## src/rtl/chan_scan_serializer.sv

```systemverilog
// Snapshots N_CH parallel channel magnitudes on a start request and streams them out
// one channel per valid/ready handshake, tagged with the channel index.
module chan_scan_serializer #(
   parameter int N_CH   = 16,
   parameter int DATA_W = 12,
   parameter int IDX_W  = $clog2(N_CH)
) (
   input  logic                     clk,
   input  logic                     rst_n,
   input  logic [N_CH*DATA_W-1:0]   data_in,
   input  logic                     start,
   input  logic                     cont,
   input  logic                     out_ready,
   output logic                     out_valid,
   output logic [DATA_W-1:0]        data_out,
   output logic [IDX_W-1:0]         ch_idx,
   output logic                     busy,
   output logic                     frame_done,
   output logic                     start_missed
);

   typedef enum logic {IDLE, SEND} state_t;

   localparam logic [IDX_W-1:0] LAST_IDX = IDX_W'(N_CH - 1);

   state_t            state_reg;
   logic [DATA_W-1:0] chan_in  [N_CH];
   logic [DATA_W-1:0] snap_reg [N_CH];
   logic [IDX_W-1:0]  idx_next;
   logic              xfer;
   logic              last_beat;
   logic              recapture;

   generate
      for (genvar gi = 0; gi < N_CH; gi++) begin : g_unpack
         assign chan_in[gi] = data_in[gi*DATA_W +: DATA_W];
      end
   endgenerate

   // ch_idx doubles as the frame position; it never exceeds N_CH-1, so idx_next
   // is only used to address the snapshot when it is still in range.
   assign idx_next  = ch_idx + IDX_W'(1);
   assign xfer      = out_valid & out_ready;
   assign last_beat = (ch_idx == LAST_IDX);
   assign recapture = (state_reg == SEND) & xfer & last_beat & cont;

   always_ff @(posedge clk or negedge rst_n) begin
      if (!rst_n) begin
         state_reg    <= IDLE;
         out_valid    <= 1'b0;
         data_out     <= '0;
         ch_idx       <= '0;
         busy         <= 1'b0;
         frame_done   <= 1'b0;
         start_missed <= 1'b0;
         for (int i = 0; i < N_CH; i++) begin
            snap_reg[i] <= '0;
         end
      end else begin
         frame_done <= 1'b0;
         case (state_reg)
            IDLE: begin
               if (start) begin
                  for (int i = 0; i < N_CH; i++) begin
                     snap_reg[i] <= chan_in[i];
                  end
                  state_reg    <= SEND;
                  out_valid    <= 1'b1;
                  data_out     <= chan_in[0];
                  ch_idx       <= '0;
                  busy         <= 1'b1;
                  start_missed <= 1'b0;
               end
            end
            SEND: begin
               // A start coinciding with a continuous-mode wrap is absorbed by the new frame.
               if (start && !recapture) begin
                  start_missed <= 1'b1;
               end
               if (xfer) begin
                  if (!last_beat) begin
                     ch_idx   <= idx_next;
                     data_out <= snap_reg[idx_next];
                  end else begin
                     frame_done <= 1'b1;
                     if (cont) begin
                        for (int i = 0; i < N_CH; i++) begin
                           snap_reg[i] <= chan_in[i];
                        end
                        data_out <= chan_in[0];
                        ch_idx   <= '0;
                     end else begin
                        state_reg <= IDLE;
                        out_valid <= 1'b0;
                        busy      <= 1'b0;
                     end
                  end
               end
            end
            default: state_reg <= IDLE;
         endcase
      end
   end

endmodule

```

## config.mk

```make
export PLATFORM = sky130hd
export DESIGN_NAME = chan_scan_serializer
export DESIGN_NICKNAME = d
export VERILOG_FILES = /design/src/rtl/chan_scan_serializer.sv
export SDC_FILE = /design/constraint.sdc
export NUM_CORES = 1
export LEC_CHECK = 0
export BUFFER_PORTS_ARGS = -buffer_cell sky130_fd_sc_hd__buf_2
export CELL_PAD_IN_SITES_DETAIL_PLACEMENT = 1
export CELL_PAD_IN_SITES_GLOBAL_PLACEMENT = 2
export CORE_UTILIZATION = 34
export CTS_BUF_LIST = sky130_fd_sc_hd__clkbuf_4 sky130_fd_sc_hd__clkbuf_8
export DETAILED_ROUTE_END_ITERATION = 8
export PLACE_DENSITY = 0.88
export SLEW_MARGIN = 30
export SYNTH_ARGS = -nofsm -noshare
export SYNTH_HDL_FRONTEND = slang
export SYNTH_SLANG_ARGS = --single-unit
```

## constraint.sdc

```tcl
create_clock -name clk -period 2.3 [get_ports clk]
set_input_delay 0.115 -clock clk [delete_from_list [all_inputs] [get_ports clk]]
set_output_delay 0.115 -clock clk [all_outputs]
set_load 0.03 [all_outputs]
```

==> flow_results.xml <==
<?xml version="1.0" encoding="UTF-8"?>
<metrics>
  <group name="outcome">
    <metric name="outcome" unit="">complete, no violations</metric>
  </group>
  <group name="cts">
    <metric name="tritoncts_clock_tree" unit="">built</metric>
    <metric name="cts_root_buffer" unit="">sky130_fd_sc_hd__clkbuf_8</metric>
    <metric name="clock_tree.htree_level_count" unit="">2</metric>
    <metric name="clkSlewWorstSetupHoldPaths" unit="ns">0.06</metric>
    <metric name="cts_max_path_buffers" unit="">3</metric>
    <metric name="clock_latency_late_sink" unit="ns">0.53</metric>
    <metric name="cts_made_buffers" unit="">37</metric>
    <metric name="clock_sinks" unit="">212</metric>
  </group>
  <group name="sta">
    <metric name="worst_slew_margin_rel" unit="%">52.3</metric>
    <metric name="clock.fmax" unit="MHz">443</metric>
    <metric name="timing.final.setup_violations" unit="">0</metric>
    <metric name="timing.final.ws_setup" unit="ns">0.0415</metric>
    <metric name="timing.final.max_slew_violations" unit="">0</metric>
    <metric name="skew" unit="ns">0.0185</metric>
    <metric name="report.final.hold_viol_count" unit="">0</metric>
    <metric name="setup_repair_after_global_routing_missed_its_margin" unit="">yes</metric>
    <metric name="finalWorstPathRequiredPeriod" unit="ns">2.26</metric>
    <metric name="timing.final.crit_share" unit="%">98.2</metric>
    <metric name="worst_margin_pin_slew" unit="ns">0.715</metric>
  </group>
  <group name="setup_path">
    <metric name="cp-startpoint" unit="">ch_idx[0]</metric>
    <metric name="critPathMaxFanout" unit="">10</metric>
    <metric name="crit_path_end_kind" unit="">flip-flop</metric>
    <metric name="worstPathArrival" unit="ns">2.65</metric>
    <metric name="category_of_the_worst_setup_path_launch_point" unit="">flip-flop</metric>
    <metric name="crit_required" unit="ns">2.69</metric>
    <metric name="worstReg2RegStart" unit="">ch_idx[0]</metric>
    <metric name="max_stage_delay" unit="ns">0.49</metric>
    <metric name="cpMaxStageDelayCell" unit="">sky130_fd_sc_hd__dfrtp_4</metric>
    <metric name="crit_type" unit="">flip-flop to flip-flop</metric>
    <metric name="crit_chain" unit="">ha_4 -&gt; buf_12 -&gt; mux4_2 -&gt; nor2b_1 -&gt; a211oi_1 -&gt; buf_4 -&gt; o311ai_1</metric>
    <metric name="rrSetupSlack" unit="ns">0.04</metric>
  </group>
  <group name="detailed_routing">
    <metric name="routedWlPerCell" unit="um">19.6</metric>
    <metric name="totalWireLength" unit="um">36400</metric>
    <metric name="route.detailed.vias_per_inst" unit="">4.92</metric>
    <metric name="via_count_of_the_routed_design" unit="">9154</metric>
    <metric name="drt-pass1-iter-count" unit="">5</metric>
    <metric name="antenna_violating_nets_post_route" unit="">0</metric>
    <metric name="detailedRoute.firstIterationViolations" unit="">589</metric>
    <metric name="remaining_drc_errors" unit="">0</metric>
  </group>
  <group name="final_layout">
    <metric name="layout.cells.most_common_list" unit="">sky130_fd_sc_hd__nand2_1 (596), sky130_fd_sc_hd__buf_2 (215), sky130_fd_sc_hd__dfrtp_1 (211)</metric>
    <metric name="commonest_non_fill_non_tap_cell_in_the_layout" unit="">sky130_fd_sc_hd__nand2_1</metric>
    <metric name="area_delta_synth_final" unit="%">45.9</metric>
    <metric name="layout-drive-gt1-share" unit="%">25.9</metric>
    <metric name="largest_reg_flops" unit="">192</metric>
    <metric name="finalNetCount" unit="">1659</metric>
    <metric name="fin_cells" unit="">1861</metric>
  </group>
  <group name="die">
    <metric name="die-height" unit="um">171</metric>
    <metric name="fp.dieW" unit="um">171</metric>
    <metric name="io-pin-count" unit="">217</metric>
    <metric name="dieArea" unit="um2">29300</metric>
    <metric name="placement_rows" unit="">61</metric>
    <metric name="core-area" unit="um2">28000</metric>
    <metric name="initial_core_util" unit="%">34.8</metric>
  </group>
  <group name="power_and_ir_drop">
    <metric name="leakage" unit="uW">0.00721</metric>
    <metric name="pwr_density_cell" unit="nW/um2">992</metric>
    <metric name="fin_total_pwr" unit="uW">14100</metric>
    <metric name="peakVddDrop" unit="uV">648</metric>
  </group>
  <group name="logic_synthesis">
    <metric name="synth.net_count" unit="">1229</metric>
    <metric name="yosysWarnings" unit="">0</metric>
    <metric name="avgSynthCellArea" unit="um2">9.45</metric>
    <metric name="synth-seq-cells" unit="">212</metric>
    <metric name="syn_area" unit="um2">9740</metric>
    <metric name="post_synth_inst_count" unit="">1031</metric>
    <metric name="seq_total_area_yosys" unit="%">54.5</metric>
    <metric name="synth_cell_types" unit="">33</metric>
  </group>
  <group name="place">
    <metric name="placement.io_buffers" unit="">216</metric>
    <metric name="dpl.cell_count" unit="">1600</metric>
    <metric name="placement.setup.worst_slack" unit="ns">-0.0430</metric>
    <metric name="place.detailed.hpwl" unit="um">23600</metric>
    <metric name="place.gp.congestion" unit="">0.844</metric>
  </group>
  <group name="global_routing">
    <metric name="grt_max_degree" unit="">94</metric>
    <metric name="antenna_found_initial" unit="">0</metric>
    <metric name="global_route_congestion_overflow_total" unit="">0</metric>
    <metric name="first_pass_grt_wire_length" unit="um">55600</metric>
    <metric name="first_global_vias" unit="">10000</metric>
    <metric name="tot_gr_track_use" unit="%">25.3</metric>
  </group>
  <group name="min_path">
    <metric name="min-delay-path-class" unit="">primary input to async pin</metric>
  </group>
  <group name="run">
    <metric name="maxCapViolCount" unit="">0</metric>
  </group>
</metrics>
[cells in the mapped netlist]
cell type / instances / share of area, %
sky130_fd_sc_hd__mux4_1: 1 / 0.27
sky130_fd_sc_hd__and2_1: 3 / 0.19
sky130_fd_sc_hd__ha_1: 1 / 0.13
sky130_fd_sc_hd__nand3_1: 4 / 0.21
sky130_fd_sc_hd__nand2_1: 596 / 23
sky130_fd_sc_hd__or3b_2: 1 / 0.090
sky130_fd_sc_hd__o22a_2: 1 / 0.10
sky130_fd_sc_hd__o21ai_0: 4 / 0.21
sky130_fd_sc_hd__mux4_2: 47 / 11
sky130_fd_sc_hd__o21a_1: 12 / 0.93
sky130_fd_sc_hd__o31ai_1: 1 / 0.077
sky130_fd_sc_hd__clkbuf_1: 13 / 0.50
sky130_fd_sc_hd__o311ai_1: 11 / 0.99
sky130_fd_sc_hd__buf_1: 1 / 0.039
sky130_fd_sc_hd__buf_6: 3 / 0.35
sky130_fd_sc_hd__inv_1: 1 / 0.039
sky130_fd_sc_hd__a21o_1: 1 / 0.077
sky130_fd_sc_hd__nor2b_1: 12 / 0.77
sky130_fd_sc_hd__a32o_1: 1 / 0.10
sky130_fd_sc_hd__buf_2: 44 / 2.3
sky130_fd_sc_hd__xor2_2: 1 / 0.17
sky130_fd_sc_hd__a21oi_1: 17 / 0.87
sky130_fd_sc_hd__buf_4: 9 / 0.69
sky130_fd_sc_hd__nor3_1: 1 / 0.051
sky130_fd_sc_hd__o221ai_1: 12 / 1.1
sky130_fd_sc_hd__and3_1: 1 / 0.064
sky130_fd_sc_hd__nand2b_1: 1 / 0.064
sky130_fd_sc_hd__a211oi_1: 12 / 0.93
sky130_fd_sc_hd__xor2_1: 1 / 0.090
sky130_fd_sc_hd__nor2_1: 4 / 0.15
sky130_fd_sc_hd__o32a_1: 1 / 0.10
sky130_fd_sc_hd__dfrtp_1: 212 / 54
sky130_fd_sc_hd__o311ai_0: 1 / 0.090
[critical path, delay by kind of cell (launching register included)]
kind / cells / cell delay [ns]
fa+ha+maj: 1 / 0.33
simple gates: 1 / 0.14
mux: 1 / 0.49
buf+inv: 2 / 0.32
flops: 1 / 0.49
compound gates: 2 / 0.34
[metrics by stage]
step	area (um2)	hold slack [ns]	TNS (ns)	utilization, %
2_1_floorplan	9740	-0.181	0	-
3_3_place_gp	11500	0.185	0	40.9
3_5_place_dp	11500	0.190	-0.120	40.9
4_1_cts	14200	0.234	0	50.6
5_1_grt	14200	0.260	-0.166	50.7
6_report	14200	0.221	0	50.7
[cell families (layout without fill, tap and decap cells)]
logic type / Yosys count / after routing / share of synthesized area, %
AND/OR/NAND/NOR: 623 / 623 / 24.6
buffers and inverters: 71 / 522 / 3.88
flip-flops: 212 / 212 / 54.5
multiplexers: 48 / 48 / 11.1
XOR/XNOR: 2 / 2 / 0.257
AO/OA/AOI/OAI: 74 / 74 / 5.55
other: 0 / 1 / 0
adder cells (fa/ha/maj): 1 / 1 / 0.128
[power by group]
| group | total [uW] | internal, uW | switching [uW] | leakage [uW] |
|---|---|---|---|---|
| logic | 5960 | 2970 | 3000 | 0.00417 |
| clock network | 3400 | 1830 | 1570 | 0.000376 |
| registers | 4740 | 4290 | 456 | 0.00266 |
| total | 14100 | 9080 | 5020 | 0.00721 |
[final cells by class]
cell class              count  area [um2]
repair buffers            461        3600
multi-input cells         748        4130
diodes                      1        2.50
inverters                   1        3.75
well taps                 378         473
clock buffers              55         663
flip-flops and latches    212        5310
clock inverters             5        25.0
fillers                  3197       13800
[worst paths after layout]
kind / end / cells after the start
worst max-delay path: data_out[4] / 7
worst min-delay path: snap_reg[95] / 2
worst min register to register: snap_reg[39] / 2
min in group clk: snap_reg[26] / 4
max in group asynchronous: snap_reg[139] / 3
worst max register to register: data_out[4] / 7
[per-layer routing]
layer,wire length (um),vias up,track usage [%]
met1,15000,4537,31.2
met2,18200,320,44.1
met5,0,-,0
li1,-,4214,-
met4,1250,0,10.5
met3,1970,83,4.00
[timing repair]
action,in CTS,in global routing
setup buffers,3,0
setup endpoints to repair,6,9
pin swaps,1,1
hold endpoints to repair,291,0
gates resized for setup,0,7
hold buffers,197,0
No activity file was read; power rests on OpenSTA's default activity.
